## config.mk

```make
export PLATFORM = sky130hd
export DESIGN_NAME = gpio_bus_master
export DESIGN_NICKNAME = d
export VERILOG_FILES = /design/src/rtl/gpio_bus_master.sv
export SDC_FILE = /design/constraint.sdc
export NUM_CORES = 1
export LEC_CHECK = 0
export ABC_CLOCK_PERIOD_IN_PS = 2500
export CORE_UTILIZATION = 30
export CTS_CLUSTER_SIZE = 8
export DETAILED_ROUTE_END_ITERATION = 10
export HOLD_SLACK_MARGIN = 0.06
export PLACE_DENSITY = 0.62
export SYNTH_ARGS = -nofsm -noshare
export SYNTH_HDL_FRONTEND = slang
export SYNTH_SLANG_ARGS = --single-unit
```

## constraint.sdc

```tcl
create_clock -name clk -period 2.5 [get_ports clk]
set_input_delay 0.25 -clock clk [delete_from_list [all_inputs] [get_ports clk]]
set_output_delay 0.25 -clock clk [all_outputs]
set_load 0.01 [all_outputs]
```

## src/rtl/gpio_bus_master.sv

```systemverilog
// gpio_bus_master: queues CPU-side register requests and replays them as
// single-cycle strobes on the GPIO IP bus, returning one response each.
//
//   state   | meaning
//   --------+----------------------------------------------------------
//   S_IDLE  | waiting for a queued request; pops and decodes the head
//   S_ISSUE | one-cycle bus strobe (gpio_en high)
//   S_WAIT  | counting down read latency before sampling gpio_out
//   S_RESP  | response held on rsp_* until rsp_ready
module gpio_bus_master #(
    parameter logic [31:0] BASE_ADDR  = 32'h2000_0000,
    parameter int          RD_LATENCY = 1,
    parameter int          FIFO_DEPTH = 2
) (
    input  logic        clk,
    input  logic        rst_n,
    input  logic        req_valid,
    output logic        req_ready,
    input  logic        req_write,
    input  logic [3:0]  req_offset,
    input  logic [31:0] req_wdata,
    output logic        rsp_valid,
    input  logic        rsp_ready,
    output logic        rsp_write,
    output logic        rsp_err,
    output logic [31:0] rsp_rdata,
    output logic        gpio_en,
    output logic        write_enable,
    output logic [31:0] gpio_addr,
    output logic [31:0] gpio_in,
    input  logic [31:0] gpio_out,
    output logic [31:0] dir_shadow,
    output logic        busy
);

    localparam int PTR_W = $clog2(FIFO_DEPTH);
    localparam int CNT_W = PTR_W + 1;

    localparam logic [3:0] OFF_DATA = 4'h0;
    localparam logic [3:0] OFF_DIR  = 4'h4;
    localparam logic [3:0] OFF_READ = 4'h8;

    typedef enum logic [1:0] {
        S_IDLE,
        S_ISSUE,
        S_WAIT,
        S_RESP
    } state_t;

    state_t state, state_nxt;

    // request FIFO
    logic             fifo_write  [FIFO_DEPTH];
    logic [3:0]       fifo_offset [FIFO_DEPTH];
    logic [31:0]      fifo_wdata  [FIFO_DEPTH];
    logic [PTR_W-1:0] wr_ptr;
    logic [PTR_W-1:0] rd_ptr;
    logic [CNT_W-1:0] count;
    logic             push;
    logic             pop;
    logic             empty;
    logic             full;
    logic             head_write;
    logic [3:0]       head_offset;
    logic [31:0]      head_wdata;

    // command registers for the request being executed
    logic        cmd_write,  cmd_write_nxt;
    logic [3:0]  cmd_offset, cmd_offset_nxt;
    logic [31:0] cmd_wdata,  cmd_wdata_nxt;
    logic [2:0]  lat_cnt,    lat_cnt_nxt;

    // next values of registered outputs
    logic        gpio_en_nxt;
    logic        write_enable_nxt;
    logic [31:0] gpio_addr_nxt;
    logic [31:0] gpio_in_nxt;
    logic        rsp_valid_nxt;
    logic        rsp_write_nxt;
    logic        rsp_err_nxt;
    logic [31:0] rsp_rdata_nxt;
    logic [31:0] dir_shadow_nxt;

    // READ is read-only; anything outside the three registers never reaches the bus
    function automatic logic req_legal(input logic wr, input logic [3:0] off);
        logic ok;
        case (off)
            OFF_DATA, OFF_DIR: ok = 1'b1;
            OFF_READ:          ok = !wr;
            default:           ok = 1'b0;
        endcase
        return ok;
    endfunction

    assign full        = (count == CNT_W'(FIFO_DEPTH));
    assign empty       = (count == '0);
    // ready comes only from the registered count, so a pop never re-opens it in the same cycle
    assign req_ready   = !full;
    assign push        = req_valid && req_ready;
    assign head_write  = fifo_write[rd_ptr];
    assign head_offset = fifo_offset[rd_ptr];
    assign head_wdata  = fifo_wdata[rd_ptr];
    assign busy        = (state != S_IDLE) || !empty;

    // FIFO storage and pointers
    always_ff @(posedge clk or negedge rst_n) begin
        if (!rst_n) begin
            wr_ptr <= '0;
            rd_ptr <= '0;
            count  <= '0;
            for (int i = 0; i < FIFO_DEPTH; i++) begin
                fifo_write[i]  <= 1'b0;
                fifo_offset[i] <= '0;
                fifo_wdata[i]  <= '0;
            end
        end else begin
            if (push) begin
                fifo_write[wr_ptr]  <= req_write;
                fifo_offset[wr_ptr] <= req_offset;
                fifo_wdata[wr_ptr]  <= req_wdata;
                wr_ptr              <= wr_ptr + 1'b1;
            end
            if (pop) begin
                rd_ptr <= rd_ptr + 1'b1;
            end
            case ({push, pop})
                2'b10:   count <= count + 1'b1;
                2'b01:   count <= count - 1'b1;
                default: count <= count;
            endcase
        end
    end

    // FSM state, command registers and all registered outputs
    always_ff @(posedge clk or negedge rst_n) begin
        if (!rst_n) begin
            state        <= S_IDLE;
            cmd_write    <= 1'b0;
            cmd_offset   <= '0;
            cmd_wdata    <= '0;
            lat_cnt      <= '0;
            gpio_en      <= 1'b0;
            write_enable <= 1'b0;
            gpio_addr    <= '0;
            gpio_in      <= '0;
            rsp_valid    <= 1'b0;
            rsp_write    <= 1'b0;
            rsp_err      <= 1'b0;
            rsp_rdata    <= '0;
            dir_shadow   <= '0;
        end else begin
            state        <= state_nxt;
            cmd_write    <= cmd_write_nxt;
            cmd_offset   <= cmd_offset_nxt;
            cmd_wdata    <= cmd_wdata_nxt;
            lat_cnt      <= lat_cnt_nxt;
            gpio_en      <= gpio_en_nxt;
            write_enable <= write_enable_nxt;
            gpio_addr    <= gpio_addr_nxt;
            gpio_in      <= gpio_in_nxt;
            rsp_valid    <= rsp_valid_nxt;
            rsp_write    <= rsp_write_nxt;
            rsp_err      <= rsp_err_nxt;
            rsp_rdata    <= rsp_rdata_nxt;
            dir_shadow   <= dir_shadow_nxt;
        end
    end

    // next-state and next-output decode; bus outputs default to 0 so they are high only in S_ISSUE
    always_comb begin
        state_nxt        = state;
        pop              = 1'b0;
        cmd_write_nxt    = cmd_write;
        cmd_offset_nxt   = cmd_offset;
        cmd_wdata_nxt    = cmd_wdata;
        lat_cnt_nxt      = lat_cnt;
        gpio_en_nxt      = 1'b0;
        write_enable_nxt = 1'b0;
        gpio_addr_nxt    = '0;
        gpio_in_nxt      = '0;
        rsp_valid_nxt    = rsp_valid;
        rsp_write_nxt    = rsp_write;
        rsp_err_nxt      = rsp_err;
        rsp_rdata_nxt    = rsp_rdata;
        dir_shadow_nxt   = dir_shadow;

        case (state)
            S_IDLE: begin
                if (!empty) begin
                    pop            = 1'b1;
                    cmd_write_nxt  = head_write;
                    cmd_offset_nxt = head_offset;
                    cmd_wdata_nxt  = head_wdata;
                    if (req_legal(head_write, head_offset)) begin
                        state_nxt        = S_ISSUE;
                        gpio_en_nxt      = 1'b1;
                        write_enable_nxt = head_write;
                        gpio_addr_nxt    = BASE_ADDR + {28'h0, head_offset};
                        gpio_in_nxt      = head_write ? head_wdata : 32'h0;
                    end else begin
                        state_nxt     = S_RESP;
                        rsp_valid_nxt = 1'b1;
                        rsp_write_nxt = head_write;
                        rsp_err_nxt   = 1'b1;
                        rsp_rdata_nxt = '0;
                    end
                end
            end
            S_ISSUE: begin
                if (cmd_write) begin
                    state_nxt     = S_RESP;
                    rsp_valid_nxt = 1'b1;
                    rsp_write_nxt = 1'b1;
                    rsp_err_nxt   = 1'b0;
                    rsp_rdata_nxt = '0;
                    if (cmd_offset == OFF_DIR) begin
                        dir_shadow_nxt = cmd_wdata;
                    end
                end else begin
                    state_nxt   = S_WAIT;
                    lat_cnt_nxt = 3'(RD_LATENCY);
                end
            end
            S_WAIT: begin
                lat_cnt_nxt = lat_cnt - 1'b1;
                // count of 1 marks the last latency cycle, when gpio_out is valid
                if (lat_cnt == 3'd1) begin
                    state_nxt     = S_RESP;
                    rsp_valid_nxt = 1'b1;
                    rsp_write_nxt = 1'b0;
                    rsp_err_nxt   = 1'b0;
                    rsp_rdata_nxt = gpio_out;
                end
            end
            S_RESP: begin
                if (rsp_ready) begin
                    state_nxt     = S_IDLE;
                    rsp_valid_nxt = 1'b0;
                    rsp_write_nxt = 1'b0;
                    rsp_err_nxt   = 1'b0;
                    rsp_rdata_nxt = '0;
                end
            end
            default: begin
                state_nxt = S_IDLE;
            end
        endcase
    end

endmodule

```

==> Word-level counts from Yosys, hierarchy flattened <==
Cells that the tools add are included.
{ "word_totals": {"word_cells": 132, "input_bits": 73, "reg_bits": 253, "out_inout_bits": 135} }
{ "op_classes": {"n_eq_ne": 16, "n_lt_le_gt_ge": 3, "mux": 63, "bitwise": 3, "n_reduce_logical": 18, "n_addsub": 6} }
{ "op_table": {"columns": ["cell", "n"], "rows": [
  ["$mux 32", 13],
  ["$pmux 32 s4", 1],
  ["$mux 31", 3],
  ["$bwmux 64", 1],
  ["$demux 32 s1", 1],
  ["$add 30x4->31 const A", 1],
  ["$mux 1", 24],
  ["$mux 4", 4],
  ["$ne 2x2->1 const B", 6],
  ["$pmux 1 s4", 3],
  ["$bwmux 8", 1],
  ["$eq 2x2->1 const B", 4],
  ["$eq 4x3->1 const B", 2],
  ["$mux 2", 4],
  ["$pmux 2 s4", 1],
  ["$pmux 3 s2", 1],
  ["$reduce_and 3->1", 2],
  ["$reduce_bool 2->1", 3],
  ["$reduce_and 5->1", 1],
  ["$demux 4 s1", 1],
  ["$eq 2x1->1 const B", 2],
  ["$eq 4x4->1 const B", 1],
  ["$ge 2x2->1 const B", 2],
  ["$logic_not 2->1", 2],
  ["other kinds (19)", 25]
]} }

==> Longest topological paths before layout <==
{ "depth": {"ltp_word": 12, "mapped_depth": 10, "ltp_nobuf": 8} }

==> Worst setup path before layout <==
Ideal clock, no wire load.
{ "synth_timing": {"path_type": "register to register", "from": "register state[0]", "to": "register rsp_write", "n_path_buf": 2, "setup_slack_ns": 0.475, "setup_ns": 0.125, "arrival_time_ns": 1.900, "path_stages_with_launch": 8, "t_required_ns": 2.375, "synth_period_minus_slack_ns": 2.025, "path_cell_list": "dfrtp_1 inv_1 ha_1 clkbuf_1 a221o_1 a211oi_2 buf_6 mux2_2"} }
{ "synth_between": {"elab_chain_len": 3, "elab_cells_between_ends": 11, "cone_classes": "8 x eq/ne; 1 x mux; 2 x reduce/logical"} }
{ "synth_rtl": {"columns": ["element", "line", "source"], "rows": [
  ["from (decl)", "50", "state_t state, state_nxt;"],
  ["from (signal assigned)", "152", "state <= state_nxt;"],
  ["$eq 2x2->1, or another cell as far along", "187", "case (state)"],
  ["$ne 2x2->1 (no source line)", null, null],
  ["$reduce_and 5->1 (no source line)", null, null],
  ["to (signal assigned)", "162", "rsp_write <= rsp_write_nxt;"],
  ["to (decl)", "24", "output logic rsp_write,"]
]} }
Several ways; a longest one is shown, not always the timed one.
A chain may end at the register's enable or synchronous reset.

==> Final worst setup path <==
{ "layout_timing": {"from": "register state[0]", "to": "output busy"} }
{ "layout_between": {"elab_chain_len": 2} }
{ "layout_rtl": {"columns": ["element", "line", "source"], "rows": [
  ["$reduce_bool 2->1", "103", "assign busy = (state != S_IDLE) || !empty;"],
  ["$logic_or 1x1->1", "103", null],
  ["to (decl)", "33", "output logic busy"]
]} }
Every way passes these cells.

==> run metrics <==
Clock Skew=between 0.01 and 0.015 ns; critical path buffer and inverter count=3; # diodes=0; utilization after layout=0.4106; io pins=208; status=finished clean; drt wl/cell=~16 µm; maximum number of pins on one net before global-route repair=66; crit path DAT=~2 ns; critical path class=reg -> out; placer congestion estimate=0.7548; DRC violations left=0; data required time of the critical path=between 2 and 2.5 ns; via/cell ratio=4.360; final instance area=0.01220 mm²; clock root buffer=clkbuf_16; CP max stage cell=clkdlybuf4s50_1; CTS sink count=225; slowest stage delay, CP=between 0.5 and 0.6 ns; CTS max path bufs=3; first-pass GRT wire length=32810 µm; top_reg_cell synth=dfrtp_1; Core ar.=0.02972 mm²; GRT Total Usage=0.1342; area share of the largest cell type after synthesis=0.6196; DP Worst Slack=a little over 0.4 ns; peak supply drop=0.5427 mV; Post-Synth Adder-Cell Area=0.009638; leakage=0.005554 µW; post-synthesis mux area share=0.2098; worst slew pin tran=slightly below 0.7 ns; Worst-Skew Late Latency=0.49 ns; final WL=20330 µm; Die Wd=176.0 µm; multi-input logic area=slightly above 0.003 mm²; flops & latches, synth=roughly 230; Placed Area=between 0.01 and 0.015 mm²; RSZ-0062 raised after global routing=no; fillers=2797; delay-heaviest family, CP=buffers and inverters; synth warn=0; row cnt=63; final worst slack=0.2387 ns; period utilization=0.9045; Post-Synth XOR/XNOR Area=0.004819; critical path cell sequence=inv_1 -> ha_1 -> buf_4 -> nand2_1 -> clkdlybuf4s50_1; Pre-antenna DRT Iters=4; Setup violations, final=0; Antenna Nets Post-Route=0; Synth Area in Compound Gates=0.03428; crit end category=output port; commonest non-fill, non-tap cell in the layout=dfrtp_1; commonest cells after routing, fill and taps aside=dfrtp_1, clkdlybuf4s50_1, mux2_2, nand2_1, mux2i_1; FF/Latch Area=0.005632 mm²; htree depth=2; Avg Synthesized Cell Area=12.96 µm²; min cycle time layout=2.261 ns; largest family of logic cells by synthesized area=multiplexers; CTS clock-pin slew for the worst setup and hold paths=roughly 0.050 ns; Max Slew Vio Count=0; top post-synthesis cells by area=dfrtp_1, mux2_2, mux2i_1, nand2_1, buf_4; TritonCTS Buffers=34; Via Count=5637; sequential area share after synthesis=0.6196; setup TNS=0 ns; EDFF count, synth=0; Initial Util=0.3058; die area=0.03099 mm²; layout cell share with drive strength beyond 1=0.1849; endpoints failing hold=0; Post-Synth Simple-Gate Area=0.05934; layout net count=between 900 and 1000; synthesized area=0.009087 mm²; Synth area leader=dfrtp_1; Iter 0 DRT Violations=198; power per cell area=1313 mW/mm²; total power=16030 µW; critical-path maximum fanout=9; Max-Cap Viols=0; port bufs=180; Reg2Reg Setup Slack=between 0.3 and 0.4 ns; Yosys cell types=38; initial antenna violation count=0; hold crit path type=in -> async; Syn Inst Count=701; CP Launch Type=flip-flop; cts repair resizes=0; post-CTS setup buffer count=0; asr flop ratio synth=1.000; Die Span Y=176.0 µm; GR Overflow Total=0; vias in the first global route=about 6000; fmax=442.2 MHz; CTS tree=yes; Slew HR=0.5384; Detailed Place HPWL=12950 µm; P&R area growth vs syn=34.27%
cells in the mapped netlist, types with 3 or more instances:
master,count
buf_12,3
buf_2,7
buf_4,31
clkbuf_1,18
dfrtp_1,225
ha_1,7
inv_1,40
mux2_1,5
mux2_2,103
mux2i_1,69
nand2_1,75
nand2b_1,3
nor2_1,39
o21ai_0,41
xnor2_1,4
cells by family (layout without fill, tap and decap cells):
kind of cell / Yosys count / after routing
DFF: 225 / 225
muxes: 177 / 177
and+or+nand+nor: 130 / 130
buffers and inverters: 102 / 276
AOI/OAI and AO/OA: 54 / 54
adders and majority gates: 7 / 7
xor gates and xnor gates: 5 / 5
other: 1 / 29
metrics by stage:
| step | instances | hold slack, ns |
|---|---|---|
| floorplan | 729 | -0.04559 |
| global placement | 1252 | 0.2397 |
| detailed placement | 1252 | 0.2475 |
| CTS | 1293 | 0.3042 |
| global route | 1293 | 0.3246 |
| finish | 1293 | 0.3148 |
timing repair:
action,CTS,global route
hold buffers,1,0
endpoints found under the hold margin,61,0
setup endpoints to repair,0,0
power by group:
group / leakage (µW) / switching (µW) / internal, µW / total, µW
sequential: 0.00287 / 839 / 5230 / 6070
combinational: 0.00225 / 2800 / 3190 / 5990
clock: 0.000441 / 1540 / 2420 / 3960
sequential cells by signal (all words and copies together) (netlist names), 2 cells and up:
name / cells
cmd_offset: 4
cmd_wdata: 32
count: 2
dir_shadow: 32
fifo_offset: 8
fifo_wdata: 64
fifo_write: 2
gpio_addr: 5
gpio_in: 32
lat_cnt: 3
rsp_rdata: 32
state: 2
metal layers:
metal,vias up,share of wire,global-route usage
met5,-,0,0
met4,0,0.019,0.03913
met3,35,0.074,0.04264
met2,181,0.46,0.2159
met1,2763,0.45,0.1723
li1,2658,-,-
area by class of cell:
class	count	area share
clock buffers	36	0.07034
flip-flops and latches	225	0.4615
clock inverters	4	0.003486
multi-input cells	402	0.2481
repair buffers	196	0.1643
well taps	390	0.03999
inverters	40	0.01231
final timing paths:
path                              start             to  cells after the start
setup reg to reg               state[0]   rsp_rdata[7]                      6
min in group clk           gpio_out[12]  rsp_rdata[12]                      3
hold reg to reg            cmd_wdata[5]   cmd_wdata[5]                      2
hold / removal                    rst_n   gpio_addr[1]                      2
setup / recovery               state[0]           busy                      5
max in group asynchronous         rst_n  dir_shadow[6]                      3
No activity file was read; power rests on OpenSTA's default activity.
